File: src/rtl/canvas_pkg.sv
// Shared constants, state encoding and address helper for the canvas write path.
package canvas_pkg;

    localparam int unsigned CANVAS_W      = 96;
    localparam int unsigned CANVAS_H      = 64;
    localparam int unsigned CANVAS_PIXELS = CANVAS_W * CANVAS_H;

    localparam logic [15:0] WHITE      = 16'hFFFF;
    localparam logic [15:0] NEON_GREEN = 16'b00111_111111_00010;

    typedef enum logic [2:0] {
        IDLE,
        CLEAR,
        BRUSH0,
        BRUSH1,
        STAMP
    } state_t;

    // Row-major pixel address; callers guarantee x < w and y < canvas height.
    function automatic logic [12:0] pix_addr(input logic [6:0] x,
                                             input logic [6:0] y,
                                             input int unsigned w);
        return 13'(y) * 13'(w) + 13'(x);
    endfunction

endpackage

File: src/rtl/canvas_write_ctrl_stamp_oneshot.sv
// One-shot stamp request: rising-edge detect, re-arm lockout and pending flag.
module stamp_oneshot #(
    parameter int unsigned LOCKOUT = 500
) (
    input  logic CLOCK,
    input  logic reset,
    input  logic stamp_btn,
    input  logic consume,
    input  logic discard,
    output logic stamp_pend
);

    localparam int unsigned CW = (LOCKOUT > 2) ? $clog2(LOCKOUT) : 1;

    logic          stamp_btn_q;
    logic [CW-1:0] lockout;
    logic          rise;

    assign rise = stamp_btn & ~stamp_btn_q;

    always_ff @(posedge CLOCK) begin
        if (reset) begin
            stamp_btn_q <= 1'b0;
            lockout     <= '0;
            stamp_pend  <= 1'b0;
        end else begin
            stamp_btn_q <= stamp_btn;

            if (consume)
                lockout <= CW'(LOCKOUT - 1);
            else if (lockout != '0)
                lockout <= lockout - CW'(1);

            // A service or a fill start wins over an edge arriving the same cycle.
            if (consume || discard)
                stamp_pend <= 1'b0;
            else if (rise && lockout == '0)
                stamp_pend <= 1'b1;
        end
    end

endmodule

File: src/rtl/canvas_write_ctrl.sv
// Arbitrates clear fill, brush stroke and stamp onto the single canvas write port.
module canvas_write_ctrl
    import canvas_pkg::*;
#(
    parameter int unsigned WIDTH   = CANVAS_W,
    parameter int unsigned HEIGHT  = CANVAS_H,
    parameter int unsigned LOCKOUT = 500
) (
    input  logic        CLOCK,
    input  logic        reset,
    input  logic        clear_req,
    input  logic [15:0] clear_colour,
    input  logic        brush_en,
    input  logic        stamp_btn,
    input  logic [6:0]  cursor_x,
    input  logic [5:0]  cursor_y,
    input  logic [15:0] brush_colour,
    output logic        wr_en,
    output logic [12:0] wr_addr,
    output logic [15:0] wr_data,
    output logic        busy,
    output logic        clear_done
);

    localparam logic [12:0] ADDR_LAST = 13'(WIDTH * HEIGHT - 1);

    state_t      state, state_next;
    logic [12:0] fill_addr;
    logic        fill_last;
    logic [6:0]  cap_x;
    logic [5:0]  cap_y;
    logic [6:0]  cap_y1;
    logic [15:0] cap_colour;
    logic        x_ok, y_ok, y1_ok;
    logic        nxt_en;
    logic [12:0] nxt_addr;
    logic [15:0] nxt_data;
    logic        stamp_pend;
    logic        consume;
    logic        discard;

    assign cap_y1  = {1'b0, cap_y} + 7'd1;
    assign x_ok    = 32'(cap_x)  < WIDTH;
    assign y_ok    = 32'(cap_y)  < HEIGHT;
    assign y1_ok   = 32'(cap_y1) < HEIGHT;
    assign consume = (state == STAMP);
    assign discard = (state == CLEAR) || (state == IDLE && clear_req);

    stamp_oneshot #(
        .LOCKOUT(LOCKOUT)
    ) u_stamp (
        .CLOCK      (CLOCK),
        .reset      (reset),
        .stamp_btn  (stamp_btn),
        .consume    (consume),
        .discard    (discard),
        .stamp_pend (stamp_pend)
    );

    always_ff @(posedge CLOCK) begin
        if (reset)
            state <= IDLE;
        else
            state <= state_next;
    end

    // Next state plus the write that the output registers will present next cycle.
    always_comb begin
        state_next = state;
        nxt_en     = 1'b0;
        nxt_addr   = wr_addr;
        nxt_data   = wr_data;
        case (state)
            IDLE: begin
                if (clear_req)
                    state_next = CLEAR;
                else if (brush_en)
                    state_next = BRUSH0;
                else if (stamp_pend)
                    state_next = STAMP;
            end
            CLEAR: begin
                nxt_en   = 1'b1;
                nxt_addr = fill_addr;
                nxt_data = clear_colour;
                if (fill_addr == ADDR_LAST)
                    state_next = IDLE;
            end
            BRUSH0, STAMP: begin
                if (x_ok && y_ok) begin
                    nxt_en   = 1'b1;
                    nxt_addr = pix_addr(cap_x, {1'b0, cap_y}, WIDTH);
                    nxt_data = cap_colour;
                end
                state_next = (state == BRUSH0) ? BRUSH1 : IDLE;
            end
            BRUSH1: begin
                if (x_ok && y1_ok) begin
                    nxt_en   = 1'b1;
                    nxt_addr = pix_addr(cap_x, cap_y1, WIDTH);
                    nxt_data = cap_colour;
                end
                state_next = IDLE;
            end
            default: state_next = IDLE;
        endcase
    end

    always_ff @(posedge CLOCK) begin
        if (reset) begin
            wr_en      <= 1'b0;
            wr_addr    <= '0;
            wr_data    <= '0;
            busy       <= 1'b0;
            clear_done <= 1'b0;
            fill_addr  <= '0;
            fill_last  <= 1'b0;
            cap_x      <= '0;
            cap_y      <= '0;
            cap_colour <= '0;
        end else begin
            wr_en      <= nxt_en;
            wr_addr    <= nxt_addr;
            wr_data    <= nxt_data;
            busy       <= (state != IDLE);
            fill_last  <= (state == CLEAR) && (fill_addr == ADDR_LAST);
            clear_done <= fill_last;

            if (state == CLEAR)
                fill_addr <= fill_addr + 13'd1;
            else
                fill_addr <= '0;

            // Captured every idle cycle, so the values seen on the entry edge are held.
            if (state == IDLE) begin
                cap_x      <= cursor_x;
                cap_y      <= cursor_y;
                cap_colour <= brush_colour;
            end
        end
    end

endmodule

File: config.mk
export PLATFORM = sky130hd
export DESIGN_NAME = canvas_write_ctrl
export DESIGN_NICKNAME = d
export VERILOG_FILES = /design/src/rtl/canvas_pkg.sv /design/src/rtl/canvas_write_ctrl_stamp_oneshot.sv /design/src/rtl/canvas_write_ctrl.sv
export SDC_FILE = /design/constraint.sdc
export NUM_CORES = 1
export LEC_CHECK = 0
export BUFFER_PORTS_ARGS = -buffer_cell sky130_fd_sc_hd__buf_2
export CORE_MARGIN = 8
export CORE_UTILIZATION = 45
export CTS_CLUSTER_DIAMETER = 30
export DETAILED_ROUTE_END_ITERATION = 12
export PLACE_DENSITY_LB_ADDON = 0.25
export SYNTH_ARGS = -nofsm -noshare
export SYNTH_HDL_FRONTEND = slang
export SYNTH_SLANG_ARGS = --single-unit
File: constraint.sdc
create_clock -name CLOCK -period 7.55 [get_ports CLOCK]
set_input_delay 0.755 -clock CLOCK [delete_from_list [all_inputs] [get_ports CLOCK]]
set_output_delay 0.755 -clock CLOCK [all_outputs]
set_load 0.005 [all_outputs]
==> results of run 1 <==
-- Yosys cell counts, types with 3 or more instances --
| library cell | count | area share |
|---|---|---|
| a211o_1 | 3 | 0.0059 |
| a211oi_1 | 28 | 0.048 |
| a21oi_1 | 49 | 0.055 |
| a311o_1 | 3 | 0.0068 |
| and2_1 | 3 | 0.0042 |
| buf_2 | 14 | 0.016 |
| clkbuf_1 | 13 | 0.011 |
| dfxtp_1 | 89 | 0.40 |
| fa_1 | 3 | 0.014 |
| ha_1 | 17 | 0.048 |
| inv_1 | 15 | 0.013 |
| mux2i_1 | 27 | 0.061 |
| nand2_1 | 80 | 0.068 |
| nand2b_1 | 5 | 0.0071 |
| nand3_1 | 10 | 0.011 |
| nand3b_1 | 4 | 0.0068 |
| nand4_1 | 3 | 0.0042 |
| nor2_1 | 63 | 0.053 |
| nor2b_1 | 4 | 0.0057 |
| nor3_1 | 10 | 0.011 |
| o211ai_1 | 3 | 0.0051 |
| o21ai_0 | 9 | 0.010 |
| o22ai_1 | 3 | 0.0042 |
| xnor2_1 | 18 | 0.036 |
| xor2_1 | 14 | 0.028 |
-- worst max-delay path, cell delays in order, from the launching register on --
cell and delay [ns]:
dfxtp_1 0.42, ha_1 0.31, xor2_1 0.29, inv_1 0.10
fa_1 0.45, nand2b_1 0.16, a21oi_1 0.21, xnor2_1 0.09
mux2i_1 0.25, nand4_1 0.16, xor2_1 0.17, a211oi_2 0.21
-- path summary, 6_finish.rpt --
path | slack, ns | depth (start not counted) | endpoint | from
worst max-delay path | 4.64 | 11 | wr_addr[11]$_SDFFE_PP0P_ | cap_y[1]$_SDFFE_PP0N_
worst min-delay path | 0.45 | 1 | clear_done$_SDFF_PP0_ | fill_last$_SDFF_PP0_
worst min register to register | 0.45 | 1 | clear_done$_SDFF_PP0_ | fill_last$_SDFF_PP0_
worst max register to register | 4.64 | 11 | wr_addr[11]$_SDFFE_PP0P_ | cap_y[1]$_SDFFE_PP0N_
-- per-stage QoR --
| stage | cells | hold WS [ns] | power (W) |
|---|---|---|---|
| 2_1_floorplan | 524 | 0.4138 | 0.0007904 |
| 3_3_place_gp | 712 | 0.4295 | 0.0008609 |
| 3_5_place_dp | 712 | 0.4294 | 0.0008720 |
| 4_1_cts | 728 | 0.4522 | 0.001196 |
| 5_1_grt | 728 | 0.4676 | 0.001261 |
| 6_report | 728 | 0.4486 | 0.001184 |
-- power groups by stage --
stage	sequential, W	clock, W	combinational, W
after floorplan	0.000559	0	0.000232
after global placement	0.000562	0	0.000298
after detailed placement	0.000565	0	0.000307
after CTS	0.000554	0.000333	0.000309
after global routing	0.000562	0.000355	0.000345
final	0.000554	0.000324	0.000306
-- area by class of cell --
class / instances / share of cell area
timing repair buffer: 85 / 0.08536
sequential: 89 / 0.3493
clock inverter: 7 / 0.01423
multi-input combinational: 390 / 0.4832
clock buffer: 9 / 0.02428
tap: 133 / 0.03262
inverter: 15 / 0.01104
-- flip-flops by register name (all words and copies together) (netlist names) --
signal / count
fill_last: 1
cap_colour: 16
wr_data: 16
wr_addr: 13
fill_addr: 13
u_stamp.stamp_pend: 1
u_stamp.lockout: 9
state: 3
u_stamp.stamp_btn_q: 1
busy: 1
clear_done: 1
wr_en: 1
cap_y: 6
cap_x: 7
-- per-layer routing --
layer  vias up  GRT usage
li1       1936          -
met1      1693     0.1940
met5         -          0
met2        82     0.2580
met4         0    0.05692
met3        10    0.03414
-- cells in the final DEF, fill, tap and decap left out, drive strengths merged, types with 3 or more instances in the layout --
master / netlist / routed
dfxtp: 89 / 89
buf: 17 / 85
nand2: 81 / 81
nor2: 63 / 63
a21oi: 49 / 49
a211oi: 30 / 30
mux2i: 27 / 27
xnor2: 18 / 18
inv: 15 / 18
ha: 17 / 17
xor2: 14 / 14
o21ai: 11 / 11
nand3: 10 / 10
nor3: 10 / 10
clkbuf: 13 / 9
nand2b: 5 / 5
nand3b: 5 / 5
nor2b: 4 / 4
o22ai: 4 / 4
and2: 3 / 3
nand4: 3 / 3
a211o: 3 / 3
a311o: 3 / 3
o211ai: 3 / 3
fa: 3 / 3
clkinv: 0 / 3
-- cells by family after synthesis --
| group | count (synthesis) | synth area share |
|---|---|---|
| AOI/OAI and AO/OA | 111 | 0.1607 |
| xor gates and xnor gates | 32 | 0.06338 |
| adders and majority gates | 20 | 0.06169 |
| buffers and inverters | 45 | 0.04386 |
| DFF | 89 | 0.4029 |
| muxes | 27 | 0.06112 |
| and+or+nand+nor | 200 | 0.2063 |
==> reports/results.md, run 1 <==
• met4 — uppermost signal routing layer after detailed routing
• 10.16 mm — Post-Route WL
• 82 — number of top-level design ports
• 0 — number of enable flip-flop cells after synthesis
• 4.899 mm — total length of routed met2 wires
• 4422 um2 — Mapped Area
• 0.258 — share of total power in combinational logic
• 6 — peak fanout along the critical path
• 199 — drt initial violations
• 2465 um2 — multi-input combinational cell area
• 0 — number of failing setup endpoints in the final timing report
• 8.438 um2 — average cell area after synthesis
• 920 — Filler Cell Count
• 0.4029 — sequential-to-total area share from yosys stat
• 7.83 ns — CP required
• 0.1882 — layout cell share with drive strength beyond 1
• flop — capturing element type of the critical path
• 4905 um2 — Post-Place Cell Area
• 89 — number of clock sinks
• flop — element type at the critical path start
• 660 — fin nets
• 4.748 mm — WL met1
• 594 — net count after synthesis
• 1782 um2 — register area
• 0 — ANT cells
• 4.645 ns — post-route worst setup slack
• 524 — synthesized netlist cell count
• 3 — CTS HTree Levels
• 9639 um2 — core region area
• reg2reg — Critical Setup Path Class
• 1.100 ns — transition time at the pin with the least slew margin
• 0 — post-detailed-route DRC marker count
• built — clock tree from TritonCTS
• 0 — number of nets still failing antenna checks after routing
• 4.650 ns — setup slack after placement
• 0 — post-cts gate resize count
• 7.277 mm — Final HPWL DP
• 13.95 um — average routed wire per standard cell
• 0 — Synth async-reset ratio
• 16.93 mm — first-pass GRT wire length
• 5101 um2 — post-route cell area
• 13250 um2 — die outline area
• 0 — max-capacitance violation count
• 0 — count of warnings emitted by yosys
• 0 — final slew viol count
• 9 — TritonCTS buffer count
• 115.1 um — die extent in y
• 36 — number of core rows
• dfxtp_1 — most common flop cell mapped by yosys
• 2 — buffer levels on the longest clock path
• 5 — DR pass1 iterations
• 344.2 MHz — Fmax
• 15.36% — Area Growth Syn to Fin
• complete, no violations — result of the run
• 2.244 nW — leakage power
• 0.9352 — global placement routability congestion
• 52 — Synth cell types
• 408 um — detailed-routed wire length on met3
• 0.0007842 W — internal power component
• 0.0003997 W — power dissipated by switching net loads
• 5.111 — Vias/cell
• 0 — overflow left after global routing
• 0.3848 — final clock period utilization by the worst path
• 2.905 ns — final critical path time including I/O delays and setup
• 0.1557 — overall fraction of global-route tracks in use
• 0.10 ns — clock-pin slew of the registers on the worst-case setup and hold paths
• 232.1 nW/um2 — P per Cell Area
• 3721 — Via Count
• 0.01112 ns — clk_skew
• 0.468 — Sequential Power Share
• 3.19 ns — Data arrival, critical path
• 0 — final hold violation count
• 0 — number of antenna violations at the first check in global routing
• 0.274 — share of power burned in the clock network
• 82.06 uV — peak ir drop on the vdd network
• 0.3376 — switching part of the total
• reg2reg — path category of the worst min-delay check
• 3562 — via count of the first global-routing pass
• 81 — count of input and output buffers
• 115.1 um — Horiz. Die Dim
• 0 ns — setup TNS
• no — RSZ-0062 raised after global routing
• 0.37 ns — clock latency of the later-clocked register in the worst-skew pair
• clkbuf_8 — Root Buffer
• 0.5292 — core utilization of the finished layout
• 0.4587 — Starting Density
• 0 — hold_buf cts
• 77 — maximum number of pins on one net before global-route repair
• 0 — post-CTS setup buffer count
• 0.2664 — relative slew slack
• 89 — flip-flop and latch count after synthesis
Note: power is estimated with default switching activity, not from simulation.
==> run 2: changes to the inputs <==
- ABC_AREA: default -> 1
- clock period: 7.55 -> 2.95 ns (I/O delays scaled with it)
==> reports/results.md, run 2 <==
• 18.44 mm — first-pass GRT wire length
• 0 — count of warnings emitted by yosys
• 0.4209 — relative slew slack
• simple AND/OR/NAND/NOR gates — dominant combinational cell family by area after synthesis
• 4925 um2 — Post-Place Cell Area
• 10.92 mm — Post-Route WL
• complete, no violations — result of the run
• 5.028 — Vias/cell
• 0 — final hold violation count
• 9639 um2 — core region area
• 81 — count of input and output buffers
• 0.2705 — GR Util met2
• 57 — maximum number of pins on one net before global-route repair
• 0 — portion of netlist area occupied by mux cells
• flop — element type at the critical path start
• 115 um — die extent in y
• 0.4190 ns — setup slack after placement
• 0.1841 — layout cell share with drive strength beyond 1
• 16.06% — Area Growth Syn to Fin
• 0.2168 — global routing met1 resource utilization
• 9 — TritonCTS buffer count
• 2 — buffer levels on the longest clock path
• 0 — max-capacitance violation count
• 7 — peak fanout along the critical path
• 658.5 nW/um2 — P per Cell Area
• 0 — hold_buf cts
• 1782 um2 — register area
• 36 — number of core rows
• dfxtp_1, nand2_1, o21ai_0 — Synth area leaders
• 324.5 uV — peak ir drop on the vdd network
• 3990 — via count of the first global-routing pass
• 0 — overflow left after global routing
• 0.4576 — Starting Density
• 0 — number of failing setup endpoints in the final timing report
• 115 um — Horiz. Die Dim
• 0.009113 ns — clk_skew
• 0 ns — setup TNS
• 611 — synthesized netlist cell count
• 0 — post-CTS setup buffer count
• 2.336 nW — leakage power
• 0.2650 — simple-gate share of the synthesized area
• 0.01390 — Synth Area in XOR/XNOR
• 0.4043 ns — post-route worst setup slack
• 0.04674 — met3 track demand over resource
• 0 — post-detailed-route DRC marker count
• 0.09 ns — clock-pin slew of the registers on the worst-case setup and hold paths
• 0 — number of enable flip-flop cells after synthesis
• 0.8633 ns — transition time at the pin with the least slew margin
• 13230 um2 — die outline area
• 681 — net count after synthesis
• 0.1790 — compound-gate portion of the synthesized area
• nand2_1, dfxtp_1, nor2_1 — most used standard cells in the synthesized netlist
• 82 — number of top-level design ports
• 0 — number of nets still failing antenna checks after routing
• nand2_1 — most frequent cell after synthesis
• 89 — flip-flop and latch count after synthesis
• 0.36 ns — clock latency of the later-clocked register in the worst-skew pair
• met2 — most congested layer reported by global routing
• 0 — final slew viol count
• reg2reg — Critical Setup Path Class
• 0 — post-cts gate resize count
• 2292 um2 — multi-input combinational cell area
• 0.4040 — sequential-to-total area share from yosys stat
• in2reg — path category of the worst min-delay check
• 2.546 ns — final critical path time including I/O delays and setup
• clkbuf_8 — Root Buffer
• 0.8629 — final clock period utilization by the worst path
• 8.122 mm — Final HPWL DP
• 0.1710 — overall fraction of global-route tracks in use
• 0 — ANT cells
• dfxtp_1 — most common flop cell mapped by yosys
• 2.79 ns — Data arrival, critical path
• dfxtp_1 — library cell occupying the most area in the post-synthesis netlist
• 5119 um2 — post-route cell area
• 0.06184 — adder and majority gate portion of the synthesized area
• 89 — number of clock sinks
• cap_colour (16), wr_data (16) — biggest registers after layout
• 4138 — Via Count
• built — clock tree from TritonCTS
• nand2_1, dfxtp_1, nor2_1 — leading cell types in the layout, fill and taps excluded
• 259 — drt initial violations
• 0.8655 — global placement routability congestion
• 0 — number of antenna violations at the first check in global routing
• 3 — CTS HTree Levels
• 6 — DR pass1 iterations
• 7.218 um2 — average cell area after synthesis
• 392.8 MHz — Fmax
• 3.19 ns — CP required
• 0 — Synth async-reset ratio
• 972 — Filler Cell Count
• 13.27 um — average routed wire per standard cell
• flop — capturing element type of the critical path
• no — RSZ-0062 raised after global routing
• 0.4040 — fraction of synthesized cell area taken by the top area cell type
• 40 — Synth cell types
• 755 — fin nets
• 4410 um2 — Mapped Area
• nand2_1 — most common cell after layout, fill and taps aside
-- run 2: cell count changes in the layout (fill, tap and decap cells not counted), moves of 10 or more --
cell	change
mux2i_1	-27
nor2_1	+20
nand3_1	+19
a31oi_1	+24
a211oi_1	-27
xnor2_1	-15
o21ai_0	+61
a21oi_1	-11
xor2_1	-10
inv_1	+40
nand2_1	+38
-- run 2: path summary, 6_finish.rpt --
| check | from | to | slack [ns] | cells after the start |
|---|---|---|---|---|
| min reg2reg | fill_last$_SDFF_PP0_ | clear_done$_SDFF_PP0_ | 0.41 | 2 |
| max | cap_y[0]$_SDFFE_PP0N_ | wr_addr[12]$_SDFFE_PP0P_ | 0.40 | 16 |
| min | stamp_btn | u_stamp.stamp_btn_q$_SDFF_PP0_ | 0.16 | 3 |
| max reg2reg | cap_y[0]$_SDFFE_PP0N_ | wr_addr[12]$_SDFFE_PP0P_ | 0.40 | 16 |
-- run 2: logic make-up after synthesis --
| group | count (synthesis) |
|---|---|
| compound gates | 144 |
| fa+ha+maj | 20 |
| xor+xnor | 7 |
| flops | 89 |
| buf+inv | 85 |
| simple gates | 266 |
-- run 2: cell type report --
cell class,instances,share of cell area
inverter,61,0.04571
tap,133,0.03251
clock buffer,10,0.02493
sequential,89,0.3481
clock inverter,6,0.01296
multi-input combinational,437,0.4478
timing repair buffer,87,0.08800
-- run 2: report_power, final --
group          internal (W)  leakage (nW)  switching, W
sequential          0.00138         0.734      0.000113
clock              0.000395         0.101      0.000432
combinational      0.000401          1.50      0.000652
-- run 2: metal layers --
metal,vias up,wire length (um)
li1,2165,-
met1,1849,5098
met2,109,4905
met3,15,703
met4,0,211
met5,-,0
-- run 2: worst max-delay path: stages, from the launching register on --
cell     delay, ns
dfxtp_1       0.41
ha_1          0.33
nand2_1       0.11
xor2_1        0.17
ha_1          0.38
a21oi_2       0.23
nand2_1       0.07
nand2_1       0.06
nand2_1       0.05
nand2_1       0.05
nand2_1       0.12
nor2_4        0.15
nand2_1       0.06
nand2_1       0.05
nand3_1       0.06
nand2_1       0.09
a21oi_2       0.05
-- run 2: stage by stage --
stage	total power (W)	hold slack [ns]	utilization	std cells
global placement	0.002543	0.3921	0.5109	807
CTS	0.003404	0.1454	0.5310	823
detailed placement	0.002569	0.3979	0.5109	807
floorplan	0.002262	0.3883	-	611
finish	0.003370	0.1634	0.5310	823
global route	0.003632	0.1787	0.5310	823
==> run 3: changes to the inputs <==
--- a/config.mk
+++ b/config.mk
@@ -7,6 +7,6 @@
 export LEC_CHECK = 0
-export ABC_AREA = 1
+export ABC_AREA = 0
 export BUFFER_PORTS_ARGS = -buffer_cell sky130_fd_sc_hd__buf_2
 export CORE_MARGIN = 8
-export CORE_UTILIZATION = 45
+export CORE_UTILIZATION = 29
 export CTS_CLUSTER_DIAMETER = 30
==> constraint.sdc (replaced) <==
create_clock -name CLOCK -period 2.95 [get_ports CLOCK]
set_input_delay 0.4425 -clock CLOCK [delete_from_list [all_inputs] [get_ports CLOCK]]
set_output_delay 0.4425 -clock CLOCK [all_outputs]
set_load 0.005 [all_outputs]
==> reports/results.md, run 3 (synthesis results as in run 1) <==
• 4 — DR pass1 iterations
• dfxtp_1, buf_2, nand2_1 — leading cell types in the layout, fill and taps excluded
• 0 — number of failing setup endpoints in the final timing report
• cap_colour (16), wr_data (16) — biggest registers after layout
• 81 — count of input and output buffers
• 0.5826 — relative slew slack
• 0 — final hold violation count
• 273.5 uV — peak ir drop on the vdd network
• 0.003374 W — total power consumption of the routed design
• 7 — peak fanout along the critical path
• in2reg — path category of the worst min-delay check
• 14.18 um — average routed wire per standard cell
• 0.9351 — final clock period utilization by the worst path
• 0 — max-capacitance violation count
• 0 — post-detailed-route DRC marker count
• no — RSZ-0062 raised after global routing
• 0.6261 ns — transition time at the pin with the least slew margin
• 0.3331 ns — worst hold slack across all endpoints
• compound AO/OA/AOI/OAI gates — kind of cell adding the most delay to the critical path
• 3754 — Via Count
• 139.5 um — Horiz. Die Dim
• 0 — final slew viol count
• 0.008933 ns — clk_skew
• 46 — maximum number of pins on one net before global-route repair
• 2 — buffer levels on the longest clock path
• 2.759 ns — final critical path time including I/O delays and setup
• complete, no violations — result of the run
• 8.273 mm — Final HPWL DP
• 3.02 ns — Data arrival, critical path
• 0 — hold_buf cts
• 15030 um2 — core region area
• 2.327 nW — leakage power
• 0.2941 — Starting Density
• 0 — number of antenna violations at the first check in global routing
• ha_1, nand2_1, xnor2_1, ha_1, a21oi_1, o22ai_1, a21o_1, a211o_1, buf_4, xor2_1, a211oi_2 — cell chain of the critical path
• 2510 um2 — multi-input combinational cell area
• flop — capturing element type of the critical path
• clkbuf_16 — Root Buffer
• 4.764 — Vias/cell
• 82 — number of top-level design ports
• 11.17 mm — Post-Route WL
• 0 — ANT cells
• 9 — TritonCTS buffer count
• 3711 — via count of the first global-routing pass
• 666 — fin nets
• 362.5 MHz — Fmax
• built — clock tree from TritonCTS
• 0.43 ns — highest cell delay on the worst timing path
• 3 — CTS HTree Levels
• 21.73% — Area Growth Syn to Fin
• ha_1 — cell repeated most along the worst path
• 18.71 mm — first-pass GRT wire length
• dfxtp_1 — standard cell with the maximum stage delay on the critical path
• 1784 um2 — register area
• dfxtp_1 — most common cell after layout, fill and taps aside
• 0.2100 — layout cell share with drive strength beyond 1
• 0.8420 — global placement routability congestion
• 0.1177 — overall fraction of global-route tracks in use
• 130 — drt initial violations
• 0.34 ns — clock latency of the later-clocked register in the worst-skew pair
• 19450 um2 — die outline area
• 0 ns — setup TNS
• 626.8 nW/um2 — P per Cell Area
• 45 — number of core rows
• flop — element type at the critical path start
• 3.22 ns — CP required
• 0.07 ns — clock-pin slew of the registers on the worst-case setup and hold paths
• 0 — number of nets still failing antenna checks after routing
• 89 — number of clock sinks
• 1 — buffer and inverter count on the worst path
• reg2reg — Critical Setup Path Class
• 0 — overflow left after global routing
• 1562 — Filler Cell Count
• 139.5 um — die extent in y
-- run 3: cell count changes in the layout (fill, tap and decap cells not counted), moves of 11 or more --
cell,delta
a211oi_1,+26
nor2_1,-20
nand3_1,-19
xnor2_1,+15
a21oi_1,+11
inv_1,-40
o21ai_0,-61
a31oi_1,-24
mux2i_1,+26
nand2_1,-38
-- run 3: final timing paths --
path | start | to | slack (ns) | cells past startpoint
worst max register to register | cap_y[3]$_SDFFE_PP0N_ | wr_addr[11]$_SDFFE_PP0P_ | 0.19 | 11
worst min-delay path | brush_colour[5] | cap_colour[5]$_SDFFE_PP0N_ | 0.33 | 3
worst max-delay path | cap_y[3]$_SDFFE_PP0N_ | wr_addr[11]$_SDFFE_PP0P_ | 0.19 | 11
worst min register to register | fill_last$_SDFF_PP0_ | clear_done$_SDFF_PP0_ | 0.44 | 1
-- run 3: final cells by class --
class                           count  share of cell area
Tap cell                          188             0.04370
Clock inverter                      6             0.01232
Clock buffer                        9             0.04184
Timing Repair Buffer               91             0.09391
Inverter                           15             0.01046
Sequential cell                    89              0.3315
Multi-Input combinational cell    390              0.4663
-- run 3: power breakdown --
group | leakage (nW) | switching (W) | internal (W) | total [W]
Clock | 0.146 | 0.000478 | 0.000656 | 0.00113
Sequential | 0.733 | 0.0000934 | 0.00132 | 0.00142
Combinational | 1.45 | 0.000448 | 0.000374 | 0.000822
-- run 3: worst register-to-register path, stage by stage (launching register included) --
cell and delay, ns:
dfxtp_1 0.43, ha_1 0.31, nand2_1 0.11, xnor2_1 0.28, ha_1 0.35, a21oi_1 0.16, o22ai_1 0.10, a21o_1 0.18
a211o_1 0.27, buf_4 0.15, xor2_1 0.16, a211oi_2 0.20
-- run 3: metal layers --
| metal | share of wire | wire length, um | GRT usage |
|---|---|---|---|
| met1 | 0.47 | 5276 | 0.1452 |
| met5 | 0 | 0 | 0 |
| met4 | 0.013 | 147 | 0.04217 |
| met2 | 0.48 | 5313 | 0.1921 |
| met3 | 0.039 | 436 | 0.03317 |
-- run 3: what timing repair did --
item | CTS | global route
endpoints found under the setup margin | 0 | 5
gates resized for setup | 0 | 9
buffers inserted | 0 | 1
-- run 3: metrics by stage --
| step | instances | instance area, um2 | setup slack (ns) | util |
|---|---|---|---|---|
| after floorplan | 524 | 4422 | 0.3523 | - |
| after global placement | 772 | 5037 | 0.1676 | 0.3351 |
| after detailed placement | 772 | 5037 | 0.06797 | 0.3351 |
| after CTS | 787 | 5329 | 0.05701 | 0.3545 |
| after global routing | 788 | 5383 | 0.04950 | 0.3581 |
| final | 788 | 5383 | 0.1913 | 0.3581 |
